`config.mk`:
```
export PLATFORM = sky130hd
export DESIGN_NAME = array_rw_ctrl
export DESIGN_NICKNAME = d
export VERILOG_FILES = /design/src/rtl/array_rw_ctrl_pkg.sv /design/src/rtl/array_resp_fifo.sv /design/src/rtl/array_rw_ctrl.sv
export SDC_FILE = /design/constraint.sdc
export NUM_CORES = 1
export LEC_CHECK = 0
export ABC_AREA = 1
export BUFFER_PORTS_ARGS = -buffer_cell sky130_fd_sc_hd__buf_2
export CORE_AREA = 2 2 161 163
export CTS_CLUSTER_SIZE = 12
export DETAILED_ROUTE_END_ITERATION = 10
export DIE_AREA = 0 0 163 165
export GPL_TIMING_DRIVEN = 0
export SLEW_MARGIN = 10
export SYNTH_ARGS = -nofsm -noshare
export SYNTH_HDL_FRONTEND = slang
export SYNTH_SLANG_ARGS = --single-unit
```
`constraint.sdc`:
```
create_clock -name clock -period 4.4 [get_ports clock]
set_input_delay 0.66 -clock clock [delete_from_list [all_inputs] [get_ports clock]]
set_output_delay 0.66 -clock clock [all_outputs]
set_load 0.05 [all_outputs]
```
`src/rtl/array_rw_ctrl_pkg.sv`:
```
// array_rw_ctrl_pkg: shared types and default widths for the RW0 array controller.
package array_rw_ctrl_pkg;

    localparam int ADDR_W_DEF = 7;
    localparam int DATA_W_DEF = 36;

    typedef enum logic {ST_INIT, ST_RUN} state_e;

    typedef struct packed {
        logic                  en;
        logic                  wmode;
        logic [ADDR_W_DEF-1:0] addr;
        logic [DATA_W_DEF-1:0] wmask;
        logic [DATA_W_DEF-1:0] wdata;
    } rw0_cmd_t;

endpackage

```
`src/rtl/array_resp_fifo.sv`:
```
// array_resp_fifo: small synchronous FIFO with registered storage and occupancy output.
module array_resp_fifo #(
    parameter int DEPTH = 3,
    parameter int W     = 36,
    localparam int PW   = $clog2(DEPTH),
    localparam int CW   = $clog2(DEPTH + 1)
) (
    input  logic          clock,
    input  logic          reset_n,
    input  logic          push,
    input  logic [W-1:0]  push_data,
    input  logic          pop,
    output logic [W-1:0]  pop_data,
    output logic          valid,
    output logic [CW-1:0] count
);
    logic [W-1:0]  mem_q [DEPTH];
    logic [PW-1:0] wr_q, wr_d, rd_q, rd_d;
    logic [CW-1:0] cnt_q, cnt_d;

    always_comb begin
        wr_d  = push ? (wr_q == PW'(DEPTH - 1) ? '0 : wr_q + PW'(1)) : wr_q;
        rd_d  = pop ? (rd_q == PW'(DEPTH - 1) ? '0 : rd_q + PW'(1)) : rd_q;
        cnt_d = cnt_q + CW'(push) - CW'(pop);
    end

    always_ff @(posedge clock or negedge reset_n) begin
        if (!reset_n) begin
            for (int i = 0; i < DEPTH; i++) mem_q[i] <= '0;
            wr_q  <= '0;
            rd_q  <= '0;
            cnt_q <= '0;
        end else begin
            if (push) mem_q[wr_q] <= push_data;
            wr_q  <= wr_d;
            rd_q  <= rd_d;
            cnt_q <= cnt_d;
        end
    end

    assign pop_data = mem_q[rd_q];
    assign valid    = cnt_q != '0;
    assign count    = cnt_q;

endmodule

```
`src/rtl/array_rw_ctrl.sv`:
```
// array_rw_ctrl: arbitrates write and read request streams onto the single RW0 port,
// sweeps the array after reset and returns read data through a credited response FIFO.
module array_rw_ctrl
    import array_rw_ctrl_pkg::*;
#(
    parameter int              ADDR_W        = ADDR_W_DEF,
    parameter int              DATA_W        = DATA_W_DEF,
    parameter int              RESP_DEPTH    = 3,
    parameter bit              INIT_ON_RESET = 1'b1,
    parameter logic [DATA_W-1:0] INIT_VALUE  = '0
) (
    input  logic              clock,
    input  logic              reset_n,
    input  logic              w_valid,
    output logic              w_ready,
    input  logic [ADDR_W-1:0] w_addr,
    input  logic [DATA_W-1:0] w_data,
    input  logic [DATA_W-1:0] w_mask,
    input  logic              r_req_valid,
    output logic              r_req_ready,
    input  logic [ADDR_W-1:0] r_req_addr,
    output logic              r_resp_valid,
    input  logic              r_resp_ready,
    output logic [DATA_W-1:0] r_resp_data,
    output logic              init_done,
    output logic [ADDR_W-1:0] RW0_addr,
    output logic              RW0_en,
    output logic              RW0_wmode,
    output logic [DATA_W-1:0] RW0_wmask,
    output logic [DATA_W-1:0] RW0_wdata,
    input  logic [DATA_W-1:0] RW0_rdata
);
    localparam int CW = $clog2(RESP_DEPTH + 1);

    state_e            state_q, state_d;
    logic              alive_q, done_q, done_d, last_rd_q, last_rd_d, inflight_q;
    logic [ADDR_W-1:0] cnt_q, cnt_d;
    logic [CW-1:0]     occ;
    logic              init_wr, rd_elig, rv, w_gnt, r_gnt;
    rw0_cmd_t          cmd;

    // alive_q holds the array idle until the first edge after reset release
    assign init_wr     = state_q == ST_INIT && alive_q;
    assign rd_elig     = done_q && ({1'b0, occ} + (CW+1)'(inflight_q) < (CW+1)'(RESP_DEPTH));
    assign rv          = r_req_valid && rd_elig;
    assign w_ready     = done_q && (!rv || last_rd_q);
    assign r_req_ready = rd_elig && (!w_valid || !last_rd_q);
    assign w_gnt       = w_valid && w_ready;
    assign r_gnt       = r_req_valid && r_req_ready;
    assign init_done   = done_q;

    always_comb begin
        cmd       = '0;
        state_d   = state_q;
        cnt_d     = cnt_q;
        last_rd_d = (rv && w_valid) ? r_gnt : last_rd_q;
        if (init_wr) begin
            cmd     = '{en: 1'b1, wmode: 1'b1, addr: cnt_q, wmask: '1, wdata: INIT_VALUE};
            cnt_d   = cnt_q + ADDR_W'(1);
            state_d = &cnt_q ? ST_RUN : ST_INIT;
        end else if (w_gnt) begin
            cmd = '{en: 1'b1, wmode: 1'b1, addr: w_addr, wmask: w_mask, wdata: w_data};
        end else if (r_gnt) begin
            cmd = '{en: 1'b1, wmode: 1'b0, addr: r_req_addr, wmask: '0, wdata: '0};
        end
        done_d = state_d == ST_RUN;
    end

    always_ff @(posedge clock or negedge reset_n) begin
        if (!reset_n) begin
            state_q    <= INIT_ON_RESET ? ST_INIT : ST_RUN;
            alive_q    <= 1'b0;
            done_q     <= 1'b0;
            last_rd_q  <= 1'b0;
            inflight_q <= 1'b0;
            cnt_q      <= '0;
        end else begin
            state_q    <= state_d;
            alive_q    <= 1'b1;
            done_q     <= done_d;
            last_rd_q  <= last_rd_d;
            inflight_q <= r_gnt;
            cnt_q      <= cnt_d;
        end
    end

    assign RW0_en    = cmd.en;
    assign RW0_wmode = cmd.wmode;
    assign RW0_addr  = cmd.addr;
    assign RW0_wmask = cmd.wmask;
    assign RW0_wdata = cmd.wdata;

    // read data is only valid the cycle after a read grant, so inflight_q is the push
    array_resp_fifo #(.DEPTH(RESP_DEPTH), .W(DATA_W)) u_resp_fifo (
        .clock     (clock),
        .reset_n   (reset_n),
        .push      (inflight_q),
        .push_data (RW0_rdata),
        .pop       (r_resp_valid && r_resp_ready),
        .pop_data  (r_resp_data),
        .valid     (r_resp_valid),
        .count     (occ)
    );

endmodule

```
==> impl_metrics.toml, run 1 <==
[global_route]
grt_use_total_pct = 15.33
grt_max_degree = 79
antenna_found_initial = 1
grt_pass1_vias = 5983
overflow = 0
grt_pass1_wl_um = 32080

[sta]
setup-tns-final_ns = 0
fin_skew_ns = 0.008346
max_freq_ghz = 0.3032
timing.slew.headroom_pct = 61.89
setup_viol = 0
maxSlewViolCount = 0
fin_crit_sh_pct = 74.95
rsz0062_at_grt = "no"
worst_pin_slew_ns = 0.5716
min_period_ns = 3.298
setup_ws_ns = 1.102
finalHoldViolations = 0

[die]
die_area_mm2 = 0.02690
die_h_um = 165
fp.dieW_um = 163
initial_utilization_pct = 24.88
core_mm2 = 0.02504
std_cell_rows = 58
pin_count = 248

[synth]
yosysUniqueCellTypes = 25
synthesis.area_mm2 = 0.006230
syn_nets = 951
yosys_warnings = 0
yosysSeqAreaShare_pct = 50.21
ys_ff_latch = 125
synth_cells = 819
synth_area_per_cell_um2 = 7.607

[clock_network]
clock_latency_ns = 0.42
cts-root-buf = "clkbuf_16"
htree_levels = 4
path_clk_slew_ns = 0.06
hold_buffers = 0
post_cts_buffers = 0
cts_buffers = 17
ctsResizeCount = 0
cts_sinks = 125
clockBufferDepth = 2
cts_tree = "done"

[placement]
placedCellCount = 1396
hpwlAfterDp_um = 14680
routabilityCongestion = 0.8371
pre_cts_slack_ns = 1.564
portBuffers = 246

[layout]
nNetsFinal = 1217
drive_above_1_share_pct = 27.05
fillCellCount = 2728
final_cell_mix = "buf_2, nand2_1, o21ai_0"
antenna_cells = 0
final_common_cell = "buf_2"
area_delta_synth_final_pct = 36.49
fin_cells = 1428
utilization_pct = 33.96

[critical_path]
critPathArrivalTime_ns = 2.64
crit_fanout = 10
critPathKind = "flip-flop to primary output"
worstPathRequired_ns = 3.74
start_kind = "flip-flop"
end_kind = "primary output"
crit_path_cell_trace = "ha_1, ha_1, nand2_1, nand4_4, nand3_2, buf_6, buf_4, nor2_1, buf_2"
critical_path.max_stage_delay_ns = 0.45
timing.critical_path.slowest_stage_cell = "dfrtp_1"
cpMostUsedCell = "ha_1"
reg2reg_depth = 7

[detailed_routing]
route.vias.total = 6225
drt-pass1-iter-count = 5
ant_nets = 0
drtIter0Drc = 381
route.detailed.wl_per_inst_um = 14.11
via_per_inst = 4.359
drc = 0
wl_um = 20150

[hold_path]
hp-class = "input port to asynchronous set/reset pin"

[pwr]
power_per_cell_area_mw_per_mm2 = 574.8
ir_drop_mv = 0.3785
p_leak_nw = 4.817

[job]
maxCapViolCount = 0

[status]
status = "complete, no violations"
-- report_power, final --
| part | total, mW | switching (mW) | leakage [nW] | internal [mW] |
|---|---|---|---|---|
| logic | 2.20 | 1.71 | 3.30 | 0.496 |
| clock network | 1.40 | 0.534 | 0.279 | 0.867 |
| registers | 1.28 | 0.0619 | 1.24 | 1.22 |
| total | 4.89 | 2.30 | 4.82 | 2.58 |
-- Yosys cell counts --
cell | count | area [um^2]
nand2_1 | 215 | 807.0
o21ai_0 | 127 | 635.6
dfrtp_1 | 125 | 3128
inv_1 | 123 | 461.7
nand3_1 | 86 | 430.4
nor2_1 | 40 | 150.1
clkbuf_1 | 36 | 135.1
o21ai_1 | 23 | 115.1
nand4_1 | 9 | 56.30
buf_2 | 5 | 25.02
buf_6 | 5 | 56.30
ha_1 | 5 | 62.56
xnor2_1 | 4 | 35.03
buf_4 | 3 | 22.52
clkinv_1 | 2 | 7.510
xor2_1 | 2 | 17.52
buf_1 | 1 | 3.750
conb_1 | 1 | 3.750
inv_2 | 1 | 3.750
nand3_2 | 1 | 10.01
nand3b_1 | 1 | 7.510
nand4_4 | 1 | 21.27
nor2_4 | 1 | 11.26
nor3_4 | 1 | 16.27
or2_2 | 1 | 6.260
-- registers in the layout, indices dropped and copies added (netlist names) --
| register | count |
|---|---|
| u_resp_fifo.mem_q | 108 |
| cnt_q | 7 |
| u_resp_fifo.count | 2 |
| u_resp_fifo.rd_q | 2 |
| u_resp_fifo.wr_q | 2 |
| alive_q | 1 |
| inflight_q | 1 |
| init_done | 1 |
| last_rd_q | 1 |
-- per-stage QoR --
step | power, mW | hold slack [ns] | cell area (um^2)
after floorplan | 2.908 | 0.3644 | 6230
after global placement | 3.521 | 0.4657 | 7874
after detailed placement | 3.536 | 0.4730 | 7908
after CTS | 4.954 | 0.1900 | 8503
after global routing | 5.151 | 0.2108 | 8503
final | 4.888 | 0.1864 | 8503
-- worst max-delay path: cells and delay by family, from the launching register on --
kind	cells	cell delay [ns]
buffers and inverters	3	0.64
AND/OR/NAND/NOR	4	0.62
adder cells (fa/ha/maj)	2	0.51
flip-flops	1	0.45
-- per-layer routing --
layer,track usage [%],vias up,part of all wire (%)
li1,-,3104,-
met1,21.73,2914,48
met2,23.42,186,45
met3,3.516,19,5.6
met4,4.183,2,1.0
met5,0,-,0.065
-- path summary, 6_finish.rpt --
kind / from / end / slack (ns)
min: reset_n / u_resp_fifo.mem_q[78]$_DFFE_PN0P_ / 0.19
max in group asynchronous: reset_n / u_resp_fifo.mem_q[103]$_DFFE_PN0P_ / 3.45
min reg2reg: u_resp_fifo.mem_q[18]$_DFFE_PN0P_ / u_resp_fifo.mem_q[18]$_DFFE_PN0P_ / 0.48
max reg2reg: inflight_q$_DFF_PN0_ / last_rd_q$_DFFE_PN0P_ / 2.50
max: inflight_q$_DFF_PN0_ / RW0_wdata[26] / 1.10
min in group clock: u_resp_fifo.mem_q[18]$_DFFE_PN0P_ / u_resp_fifo.mem_q[18]$_DFFE_PN0P_ / 0.48
-- cell families (layout without fill, tap and decap cells) --
logic type | after synthesis | after routing | synth area share (%)
AOI/OAI and AO/OA | 150 | 150 | 12.05
adders and majority gates | 5 | 5 | 1.004
and+or+nand+nor | 356 | 356 | 24.34
DFF | 125 | 125 | 50.21
buffers and inverters | 176 | 455 | 11.49
other | 1 | 1 | 0.06020
xor gates and xnor gates | 6 | 6 | 0.8435
-- final cells by class --
class / instances / area, um^2 / share of cell area (%)
multi-input cells: 518 / 2386 / 28.06
plain buffers: 50 / 242.7 / 2.855
clock inverters: 12 / 138.9 / 1.633
flip-flops and latches: 125 / 3128 / 36.79
inverters: 126 / 473.0 / 5.562
clock buffers: 20 / 456.7 / 5.371
well taps: 330 / 412.9 / 4.856
repair buffers: 247 / 1265 / 14.88
Note: power is estimated with default switching activity, not from simulation.
==> run 2: changes to the inputs <==
--- a/config.mk
+++ b/config.mk
@@ -5,12 +5,12 @@
 export SDC_FILE = /design/constraint.sdc
 export NUM_CORES = 1
 export LEC_CHECK = 0
-export ABC_AREA = 1
+export ABC_AREA = 0
 export BUFFER_PORTS_ARGS = -buffer_cell sky130_fd_sc_hd__buf_2
-export CORE_AREA = 2 2 161 163
+export CORE_AREA = 2 2 163 165
 export CTS_CLUSTER_SIZE = 12
 export DETAILED_ROUTE_END_ITERATION = 10
-export DIE_AREA = 0 0 163 165
+export DIE_AREA = 0 0 165 167
 export GPL_TIMING_DRIVEN = 0
 export SLEW_MARGIN = 10
 export SYNTH_ARGS = -nofsm -noshare
==> constraint.sdc (replaced) <==
create_clock -name clock -period 3.4 [get_ports clock]
set_input_delay 0.51 -clock clock [delete_from_list [all_inputs] [get_ports clock]]
set_output_delay 0.51 -clock clock [all_outputs]
set_load 0.05 [all_outputs]
==> impl_metrics.toml, run 2 <==
[layout]
max_flop_register = "u_resp_fifo.mem_q"
seqCellArea_mm2 = 0.003128
nNetsFinal = 917
final_common_cell = "buf_2"
drive_above_1_share_pct = 51.50
area_delta_synth_final_pct = 36.81
final_cell_mix = "buf_2, dfrtp_1, mux2_2"
multi_input_area_mm2 = 0.002990
largest_register_ffs = 108
fillCellCount = 2581
largestRegisters = "u_resp_fifo.mem_q (108), cnt_q (7)"

[pwr]
ir_drop_mv = 0.5224
p_leak_nw = 4.533
p_total_mw = 5.810
power_per_cell_area_mw_per_mm2 = 669.9

[clock_network]
htree_levels = 4
clock_latency_ns = 0.42
path_clk_slew_ns = 0.06
cts_buffers = 17
cts-root-buf = "clkbuf_16"
cts_tree = "done"
clockBufferDepth = 2
cts_sinks = 125

[die]
core_mm2 = 0.02576
std_cell_rows = 59
fp.dieW_um = 165
die_h_um = 167
die_area_mm2 = 0.02756
pin_count = 248
initial_utilization_pct = 24.61

[synth]
synthesis.area_mm2 = 0.006340
synth_area_per_cell_um2 = 12.22
synth_cells = 519
yosys_warnings = 0
synthDominantCellAreaShare_pct = 49.34
ys_top_cells_by_area = "dfrtp_1, mux2_2, mux2_4"
ys_ff_latch = 125
synth_edf_count = 0
synth_commonest_cells = "dfrtp_1, mux2_2, and2_1"
yosysSeqAreaShare_pct = 49.34
yosysUniqueCellTypes = 35
yosysMostFrequentCell = "dfrtp_1"
syn_nets = 651
async_flop_share_pct = 100.0
ys.flop_type = "dfrtp_1"
yosys.area.top_type = "dfrtp_1"

[detailed_routing]
via_per_inst = 4.426
drc = 0
route.vias.total = 5032
wl_um = 19750
drt-pass1-iter-count = 4
ant_nets = 0
route.detailed.wl_per_inst_um = 17.37
drtIter0Drc = 155

[sta]
setup_viol = 0
fin_crit_sh_pct = 95.44
setup-tns-final_ns = 0
maxSlewViolCount = 0
max_freq_ghz = 0.3082
fin_skew_ns = 0.008956
timing.slew.headroom_pct = 54.52
rsz0062_at_grt = "no"
worst_pin_slew_ns = 0.6823
finalHoldViolations = 0
min_period_ns = 3.245

[critical_path]
worstPathRequired_ns = 2.89
critPathArrivalTime_ns = 2.74
r2r_slack_ns = 1.47
end_kind = "primary output"
crit_fanout = 10
critPathKind = "flip-flop to primary output"
start_kind = "flip-flop"

[placement]
routabilityCongestion = 0.8017
portBuffers = 247
hpwlAfterDp_um = 15320

[global_route]
top_usage_layer = "met2"
grt_pass1_vias = 5245
met3_usage_pct = 3.462
met2_usage_pct = 26.76
grt_use_total_pct = 14.60
grt_pass1_wl_um = 30160
antenna_found_initial = 9
grt_max_degree = 68
met1_usage_pct = 15.96
overflow = 0

[job]
maxCapViolCount = 0

[hold_path]
hp-class = "input port to asynchronous set/reset pin"

[status]
status = "complete, no violations"
## run 2: path summary, 6_finish.rpt
kind                                               startpoint                            endpoint  depth (start not counted)
setup / recovery                         inflight_q$_DFF_PN0_                       RW0_wdata[16]                          7
hold / removal                                        reset_n   u_resp_fifo.mem_q[12]$_DFFE_PN0P_                          1
setup reg to reg                         inflight_q$_DFF_PN0_   u_resp_fifo.mem_q[88]$_DFFE_PN0P_                          4
hold reg to reg            u_resp_fifo.mem_q[102]$_DFFE_PN0P_  u_resp_fifo.mem_q[102]$_DFFE_PN0P_                          1
max in group asynchronous                             reset_n   u_resp_fifo.mem_q[95]$_DFFE_PN0P_                          2
min in group clock                              RW0_rdata[30]  u_resp_fifo.mem_q[102]$_DFFE_PN0P_                          2
## run 2: critical path, cell delays in order, from the launching register on
cell      delay [ns]
dfrtp_1         0.44
ha_1            0.23
ha_1            0.29
a21oi_2         0.11
a31oi_4         0.39
clkbuf_1        0.37
and2_1          0.22
buf_2           0.27
## run 2: kinds of logic after synthesis
logic type | count (synthesis) | share of synthesized area [%]
buffers and inverters | 45 | 3.809
AOI/OAI and AO/OA | 88 | 9.078
and+or+nand+nor | 101 | 8.664
DFF | 125 | 49.34
other | 1 | 0.05915
xor gates and xnor gates | 9 | 1.243
muxes | 145 | 26.82
adders and majority gates | 5 | 0.9868
## run 2: per-layer routing
metal	part of all wire (%)	routed length (um)	up-vias
li1	-	-	2360
met1	38	7577	2438
met2	53	10390	198
met3	5.8	1150	32
met4	3.0	601	4
met5	0.13	26	-
## run 2: final cells by class
cell class	instances	share of cell area [%]
clock inverter	12	1.731
antenna	4	0.1154
tap	335	4.833
multi-input combinational	349	34.48
clock buffer	20	5.381
sequential	125	36.06
inverter	8	0.3462
buffer	36	2.409
timing repair buffer	248	14.64
## run 2: repair_timing
item	4_1_cts	5_1_grt
hold buffers	0	0
gates cloned	0	0
buffers inserted	0	0
setup endpoints to repair	81	3
endpoints found under the hold margin	0	0
resized for setup	4	2
## run 2: power by group
part           internal [mW]  total (mW)  switching (mW)
Combinational          0.610        2.24            1.63
Sequential              1.60        1.69          0.0916
Clock                   1.16        1.88           0.721
Total                   3.37        5.81            2.44
## run 2: stage by stage
step	setup WS [ns]	instance area, um^2	util [%]	std cells	hold WS, ns
after global routing	0.01152	8673	33.67	1137	0.1288
after floorplan	0.7836	6340	-	519	0.2144
final	0.1549	8673	33.67	1137	0.09145
after global placement	0.03617	7995	31.03	1101	0.4678
after detailed placement	0.03730	8029	31.16	1102	0.4739
after CTS	0.07115	8662	33.62	1133	0.09687
